--- src/rtl/core_pkg.sv ---
`default_nettype none
// ============================================================================
// Module  : core_pkg
// Brief   : Shared types for the five-stage core: words, register indices and
//           the hazard controller state encoding.
// Revision: 1.0
// ============================================================================
package core_pkg;

    typedef logic [31:0] word_t;
    typedef logic [4:0]  reg_idx_t;

    localparam logic [0:0] c_st_run      = 1'b0;
    localparam logic [0:0] c_st_mdu_wait = 1'b1;

    typedef enum logic [0:0] {
        HZ_RUN      = c_st_run,
        HZ_MDU_WAIT = c_st_mdu_wait
    } hz_state_t;

endpackage
`default_nettype wire

--- src/rtl/hz_loaduse_detect.sv ---
`default_nettype none
// ============================================================================
// Module  : hz_loaduse_detect
// Brief   : Pure comparator flagging a decode-stage read of a register that an
//           in-flight EX-stage load has not yet produced.
// Revision: 1.0
// ============================================================================
module hz_loaduse_detect
    import core_pkg::*;
(
    input  reg_idx_t i_d_rs1,
    input  reg_idx_t i_d_rs2,
    input  logic     i_d_rs1_used,
    input  logic     i_d_rs2_used,
    input  logic     i_d_valid,
    input  reg_idx_t i_e_rd,
    input  logic     i_e_is_load,
    input  logic     i_e_valid,
    output logic     o_hazard
);

    logic w_rs1_hit;
    logic w_rs2_hit;

    assign w_rs1_hit = i_d_rs1_used & (i_d_rs1 == i_e_rd);
    assign w_rs2_hit = i_d_rs2_used & (i_d_rs2 == i_e_rd);

    // x0 is hard-wired zero, so a load targeting it never creates a dependency.
    assign o_hazard = i_e_valid & i_e_is_load & i_d_valid & (i_e_rd != '0)
                    & (w_rs1_hit | w_rs2_hit);

endmodule
`default_nettype wire

--- src/rtl/hazard_ctrl.sv ---
`default_nettype none
// ============================================================================
// Module  : hazard_ctrl
// Brief   : Load-use interlock, taken-branch redirect and MDU occupancy stall
//           control for the five-stage core, with stall/flush perf counters.
// Revision: 1.0
// ============================================================================
module hazard_ctrl
    import core_pkg::*;
#(
    parameter int MDU_TIMEOUT = 64,
    parameter int CNT_W       = 32
) (
    input  logic             clk,
    input  logic             rst,
    input  reg_idx_t         d_rs1,
    input  reg_idx_t         d_rs2,
    input  logic             d_rs1_used,
    input  logic             d_rs2_used,
    input  logic             d_valid,
    input  reg_idx_t         e_rd,
    input  logic             e_is_load,
    input  logic             e_valid,
    input  logic             e_branch_taken,
    input  word_t            e_branch_target,
    input  logic             e_mdu_start,
    input  logic             mdu_done,
    output logic             stall_f,
    output logic             stall_d,
    output logic             flush_d,
    output logic             flush_e,
    output logic             branch_taken,
    output word_t            branch_target,
    output logic             mdu_timeout_err,
    output logic [CNT_W-1:0] stall_cycles,
    output logic [CNT_W-1:0] flush_events
);

    localparam int                  c_wcnt_w    = (MDU_TIMEOUT > 1) ? $clog2(MDU_TIMEOUT) : 1;
    localparam logic [c_wcnt_w-1:0] c_wcnt_last = c_wcnt_w'(MDU_TIMEOUT - 1);

    hz_state_t           r_state_q;
    hz_state_t           w_state_d;
    logic [c_wcnt_w-1:0] r_wcnt_q;
    logic [c_wcnt_w-1:0] w_wcnt_d;
    logic                r_err_q;
    logic                w_err_d;
    logic [CNT_W-1:0]    r_stall_cnt_q;
    logic [CNT_W-1:0]    w_stall_cnt_d;
    logic [CNT_W-1:0]    r_flush_cnt_q;
    logic [CNT_W-1:0]    w_flush_cnt_d;
    logic                w_load_use;

    hz_loaduse_detect u_loaduse (
        .i_d_rs1      (d_rs1),
        .i_d_rs2      (d_rs2),
        .i_d_rs1_used (d_rs1_used),
        .i_d_rs2_used (d_rs2_used),
        .i_d_valid    (d_valid),
        .i_e_rd       (e_rd),
        .i_e_is_load  (e_is_load),
        .i_e_valid    (e_valid),
        .o_hazard     (w_load_use)
    );

    always_comb begin
        stall_f       = 1'b0;
        stall_d       = 1'b0;
        flush_d       = 1'b0;
        flush_e       = 1'b0;
        branch_taken  = 1'b0;
        branch_target = '0;
        w_state_d     = r_state_q;
        w_wcnt_d      = r_wcnt_q;
        w_err_d       = r_err_q;

        // Reset forces every control output low regardless of pipeline inputs.
        if (!rst) begin
            case (r_state_q)
                HZ_RUN: begin
                    if (e_branch_taken) begin
                        branch_taken  = 1'b1;
                        branch_target = e_branch_target;
                        flush_d       = 1'b1;
                        flush_e       = 1'b1;
                    end else begin
                        if (w_load_use) begin
                            stall_f = 1'b1;
                            stall_d = 1'b1;
                            flush_e = 1'b1;
                        end
                        if (e_valid && e_mdu_start) begin
                            w_state_d = HZ_MDU_WAIT;
                            w_wcnt_d  = '0;
                        end
                    end
                end
                HZ_MDU_WAIT: begin
                    if (mdu_done) begin
                        w_state_d = HZ_RUN;
                    end else begin
                        stall_f = 1'b1;
                        stall_d = 1'b1;
                        if (r_wcnt_q == c_wcnt_last) begin
                            w_state_d = HZ_RUN;
                            w_err_d   = 1'b1;
                        end else begin
                            w_wcnt_d = r_wcnt_q + c_wcnt_w'(1'b1);
                        end
                    end
                end
                default: w_state_d = HZ_RUN;
            endcase
        end

        w_stall_cnt_d = r_stall_cnt_q + CNT_W'(stall_f);
        w_flush_cnt_d = r_flush_cnt_q + CNT_W'(branch_taken);
    end

    always_ff @(posedge clk) begin
        if (rst) begin
            r_state_q     <= HZ_RUN;
            r_wcnt_q      <= '0;
            r_err_q       <= 1'b0;
            r_stall_cnt_q <= '0;
            r_flush_cnt_q <= '0;
        end else begin
            r_state_q     <= w_state_d;
            r_wcnt_q      <= w_wcnt_d;
            r_err_q       <= w_err_d;
            r_stall_cnt_q <= w_stall_cnt_d;
            r_flush_cnt_q <= w_flush_cnt_d;
        end
    end

    assign mdu_timeout_err = r_err_q;
    assign stall_cycles    = r_stall_cnt_q;
    assign flush_events    = r_flush_cnt_q;

endmodule
`default_nettype wire

--- config.mk ---
export PLATFORM = sky130hd
export DESIGN_NAME = hazard_ctrl
export DESIGN_NICKNAME = d
export VERILOG_FILES = /design/src/rtl/core_pkg.sv /design/src/rtl/hz_loaduse_detect.sv /design/src/rtl/hazard_ctrl.sv
export SDC_FILE = /design/constraint.sdc
export NUM_CORES = 1
export LEC_CHECK = 0
export BUFFER_PORTS_ARGS = -buffer_cell sky130_fd_sc_hd__buf_2
export CAP_MARGIN = 15
export CORE_MARGIN = 3
export CORE_UTILIZATION = 48
export CTS_CLUSTER_DIAMETER = 50
export DETAILED_ROUTE_END_ITERATION = 16
export PLACE_DENSITY = 0.88
export RECOVER_POWER = 50
export SYNTH_ARGS = -nofsm -noshare
export SYNTH_HDL_FRONTEND = slang
export SYNTH_SLANG_ARGS = --single-unit
--- constraint.sdc ---
create_clock -name clk -period 3.85 [get_ports clk]
set_clock_uncertainty 0.05 [all_clocks]
set_input_delay 0.1925 -clock clk [delete_from_list [all_inputs] [get_ports clk]]
set_output_delay 0.1925 -clock clk [all_outputs]
set_load 0.1 [all_outputs]
# == Word-level counts from Yosys, hierarchy flattened ==
# Index checks and enable logic that the tools add are counted.
# op_classes
n_eq_ne,7
add_sub_neg,3
n_bitwise,9
n_mux,24
n_reduce_logical,4
# ops
cell,n
$mux W32,3
$add A32 B1 Y32,2
$mux W6,4
$mux W1,14
$pmux W6 S2,1
$eq A5 B5 Y1,2
$ne A2 B2 Y1 const B,4
$add A6 B1 Y6 const B,1
$and A1 B1 Y1,6
$eq A6 B6 Y1 const B,1
$reduce_bool A5 Y1,1
$pmux W1 S2,2
$reduce_and A4 Y1,1
$reduce_and A3 Y1,1
$not A1 Y1,2
$logic_and A1 B1 Y1,1
$or A1 B1 Y1,1
# totals
register_bits,72
word_cells,52
input_bits,57

# == Depth between registers and ports, before layout ==
# logic_depth
word_depth,9
ltp_mapped,11
ltp_nobuf,10

# == Hierarchy ==
# A second synthesis with hierarchy kept.
# unflattened
cells_unflattened,460
hier_area_um2,3793.6
# modules_own_cells
module,area_each_um2,cells_per_inst,n_inst
hazard_ctrl,3662.3,443,1
hz_loaduse_detect,131.4,17,1

# == Worst setup path before layout ==
# OpenSTA, ideal clock, no wires.
# synth_timing
path_kind,input-to-reg
from,input port e_rd[3]
to,"register r_stall_cnt_q[24], in the netlist stall_cycles[24]"
arrival_ns,5.056
t_required_ns,3.730
path_stages,11
slack_ns,-1.327
path_buffers,1
cell_sequence,xor2_1 nor4_1 a32oi_1 o32ai_1 ha_1 ha_1 and4_1 nand4_4 buf_6 or3_2 a21oi_1
# synth_between
elab_chain_cells,9
word_cells_on_any_way,13
# synth_rtl
item,line,text
"start, declared",hazard_ctrl.sv:21,"input reg_idx_t e_rd,"
$eq A5 B5 Y1 (on tied branches),"hz_loaduse_detect.sv:25, hz_loaduse_detect.sv:26",
$and A1 B1 Y1 (on tied branches),"hz_loaduse_detect.sv:25, hz_loaduse_detect.sv:26",
$or A1 B1 Y1,hz_loaduse_detect.sv:30,& (w_rs1_hit | w_rs2_hit);
$and A1 B1 Y1 (*),hz_loaduse_detect.sv:30,
$mux W1 (*) (2 in series),--,
$pmux W1 S2 (*),--,
$mux W1 (*),--,
via stall_d,hazard_ctrl.sv:29,"output logic stall_d,"
$add A32 B1 Y32 (*),hazard_ctrl.sv:116,w_stall_cnt_d = r_stall_cnt_q + CNT_W'(stall_f);
"end signal, assigned",hazard_ctrl.sv:131,r_stall_cnt_q <= w_stall_cnt_d;
"end, declared",hazard_ctrl.sv:48,logic [CNT_W-1:0] r_stall_cnt_q;
# The timed path passes the listed nets; every way through them passes the cells marked *.
# A chain may end at the register's enable or synchronous reset.

# == Final worst setup path ==
# layout_timing
from,register r_state_q
to,"register r_stall_cnt_q[23], in the netlist stall_cycles[23]"
# layout_between
elab_chain_cells,4
# layout_rtl
item,line,text
"start, declared",hazard_ctrl.sv:42,hz_state_t r_state_q;
"start signal, assigned",hazard_ctrl.sv:128,r_state_q <= w_state_d;
$not A1 Y1,--,
$pmux W1 S2 (*),hazard_ctrl.sv:79,case (r_state_q)
$mux W1 (*),hazard_ctrl.sv:78,if (!rst) begin
$add A32 B1 Y32 (*),hazard_ctrl.sv:116,
# Every way passes the cells marked *; elsewhere a longest branch is shown, timed or not.

==> results.py <==
metrics = {
    "floorplan": {
        "dieHeight_um": 94.1,
        "core_mm2": 0.00737,
        "rows": 31,
        "start_util": 0.505,
        "io_pins": 159,
        "dieArea_mm2": 0.00885,
        "die_w_um": 94.1,
    },
    "timing": {
        "rsz0062_at_grt": "false",
        "period_needed_ns": 3.11,
        "slew_headroom": 0.166,
        "tns_ns": 0,
        "clock.fmax_mhz": 322,
        "tightest_slew_ns": 1.26,
        "fin_ws_ns": 0.742,
        "period_share": 0.807,
        "drv_slew": 0,
        "finalSetupViolCount": 0,
        "finalHoldViolations": 0,
    },
    "global_routing": {
        "grt_pass1_vias": 3642,
        "grt_pass1_wl_um": 15900,
        "grt_max_degree": 50,
        "grt_remaining_overflow": 0,
        "grt_usage": 0.221,
        "antenna_found_initial": 0,
    },
    "drt": {
        "drc_errors": 0,
        "drt-initial-drc-count": 149,
        "wl_um": 9910,
        "first_pass_iters": 4,
        "avgRoutedWirePerCell_um": 14.4,
        "post_drt_via_cell_ratio": 5.54,
        "vias": 3816,
        "final_antenna_net_count": 0,
    },
    "clock_network": {
        "htreeDepth": 3,
        "cts_root_buffer": "clkbuf_8",
        "hold_buffers": 0,
        "cts_tree": "done",
        "clock_path_buffers": 2,
        "cts_resized": 0,
        "clkTransAtPathRegs_ns": 0.08,
        "numCtsBuffers": 9,
        "postCtsSetupRepairBufs": 0,
        "cts.sinks": 72,
        "clk_latency_ns": 0.34,
    },
    "logic_synthesis": {
        "synth-edff-count": 0,
        "syn_nets": 498,
        "yosysWarnings": 0,
        "async_flop_share": 0,
        "synth_flop_cell": "dfxtp_1",
        "syn-instance-count": 436,
        "synth.yosys.seq_area_share": 0.387,
        "syn_area_mm2": 0.00372,
        "yosysTopAreaCell": "dfxtp_1",
        "synth_seq_cells": 72,
        "synth_top_area_frac": 0.387,
        "postSynthAreaPerCell_um2": 8.54,
        "synth_area_leaders": "dfxtp_1 39%, and2_1 5.7%, xor2_1 5.6%",
        "ys_types": 43,
    },
    "cells_and_area": {
        "fin_nets": 647,
        "final_cell_mix": "93 x buf_2, 72 x dfxtp_1, 65 x clkbuf_1",
        "layout-drive-gt1-share": 0.212,
        "area_delta_synth_final_pct": 27.3,
        "nFillCells": 689,
        "final_common_cell": "buf_2",
        "diodes": 0,
    },
    "placed_design": {
        "portBuffers": 158,
        "dp_slack_ns": 0.523,
        "gp_congestion": 0.827,
        "dp_hpwl_um": 7470,
    },
    "worst_setup_path": {
        "critical_path_class": "register to register",
        "critPathLaunch": "r_state_q$_SDFF_PP0_",
        "crit_path_end_kind": "register",
        "start_kind": "register",
        "r2r_start": "r_state_q$_SDFF_PP0_",
        "critPathMaxFanout": 17,
        "critPathRequiredTime_ns": 4.02,
        "arrival_ns": 3.28,
    },
    "power_and_ir_drop": {
        "power_frac_comb": 0.130,
        "p_seq_frac": 0.422,
        "switchingPower_w": 0.000462,
        "ir_drop_v": 0.000169,
        "power_density_mw_per_mm2": 374,
        "swShare": 0.261,
        "leakage_nw": 1.83,
        "p_total_w": 0.00177,
        "intPower_w": 0.00131,
        "clock_power_share": 0.448,
    },
    "hold_path": {
        "hold_class": "input port to register",
        "min-delay-start": "e_valid",
    },
    "run_status": {
        "status": "finished, final reports clean",
    },
    "flow_run": {
        "cap_violations": 0,
    },
}
==> sequential cells by signal, summed over array words and instances, names as in the netlist <==
signal           flops
r_wcnt_q             6
r_state_q            1
stall_cycles        32
flush_events        32
mdu_timeout_err      1
==> layer usage <==
metal  global-route usage  vias up  share of wire
met4               0.0854        0          0.014
met3               0.0409       11          0.060
met5                    0        -              0
met2                0.423      149           0.54
li1                     -     1877              -
met1                0.236     1779           0.39
==> stage by stage <==
stage | hold WS, ns | instance area (um^2) | cells | utilization
after floorplan | 0.322 | 3740 | 436 | -
after global placement | 0.413 | 4560 | 673 | 0.618
after detailed placement | 0.424 | 4560 | 673 | 0.618
after CTS | 0.259 | 4820 | 689 | 0.654
after global routing | 0.317 | 4740 | 689 | 0.643
final | 0.281 | 4740 | 689 | 0.643
==> critical path, stage by stage (launching register included) <==
cell and delay (ns):
dfxtp_1 0.35, nand4b_1 0.18, nor2_1 0.09, o21ai_0 0.19, o32ai_4 0.28, ha_1 0.23, and4_1 0.28, nand4_1 0.53
nor4_1 0.43, mux2_2 0.38
==> power groups by stage <==
stage | registers [W] | clock network [W] | logic [W]
6_report | 0.000748 | 0.000793 | 0.000230
5_1_grt | 0.000748 | 0.000840 | 0.000242
4_1_cts | 0.000748 | 0.000808 | 0.000232
3_5_place_dp | 0.000766 | 0 | 0.000231
3_3_place_gp | 0.000765 | 0 | 0.000228
2_1_floorplan | 0.000777 | 0 | 0.000163
==> cells in the mapped netlist, types with 4 or more instances <==
library cell and instances:
a21oi_1 36, nand3_1 26, dfxtp_1 72, o31ai_1 19, clkbuf_1 14, and2_1 34, nor4_1 5, nand4_1 13
and3_1 5, xnor2_1 10, o21ai_0 15, nor2b_1 7, buf_6 4, or3_1 14, nor2_1 32, xor2_1 24
or4_1 20, nand2_1 17, ha_1 5, and4_1 9, inv_1 13, nor3_1 4
==> area by class of cell <==
| cell class | instances | area (um^2) | share of cell area |
|---|---|---|---|
| Clock buffer | 10 | 138 | 0.0291 |
| Clock inverter | 6 | 130 | 0.0275 |
| Inverter | 13 | 48.8 | 0.0103 |
| Multi-Input combinational cell | 328 | 2120 | 0.448 |
| Sequential cell | 72 | 1440 | 0.304 |
| Tap cell | 99 | 124 | 0.0261 |
| Timing Repair Buffer | 161 | 732 | 0.155 |
==> kinds of logic (layout without fill, tap and decap cells) <==
logic type | Yosys count | count (layout) | synth area share
multiplexers | 5 | 5 | 0.0145
buffers and inverters | 36 | 190 | 0.0474
flip-flops | 72 | 72 | 0.387
AO/OA/AOI/OAI | 81 | 81 | 0.130
AND/OR/NAND/NOR | 203 | 203 | 0.324
adder cells (fa/ha/maj) | 5 | 5 | 0.0168
XOR/XNOR | 34 | 34 | 0.0800
==> worst paths after layout <==
path,endpoint,slack [ns],cells after the start
setup / recovery,stall_cycles[23]$_SDFF_PP0_,0.74,9
hold / removal,r_state_q$_SDFF_PP0_,0.28,3
setup reg to reg,stall_cycles[23]$_SDFF_PP0_,0.74,9
hold reg to reg,flush_events[31]$_SDFF_PP0_,0.44,2
Power figures use the tool's default switching activity.
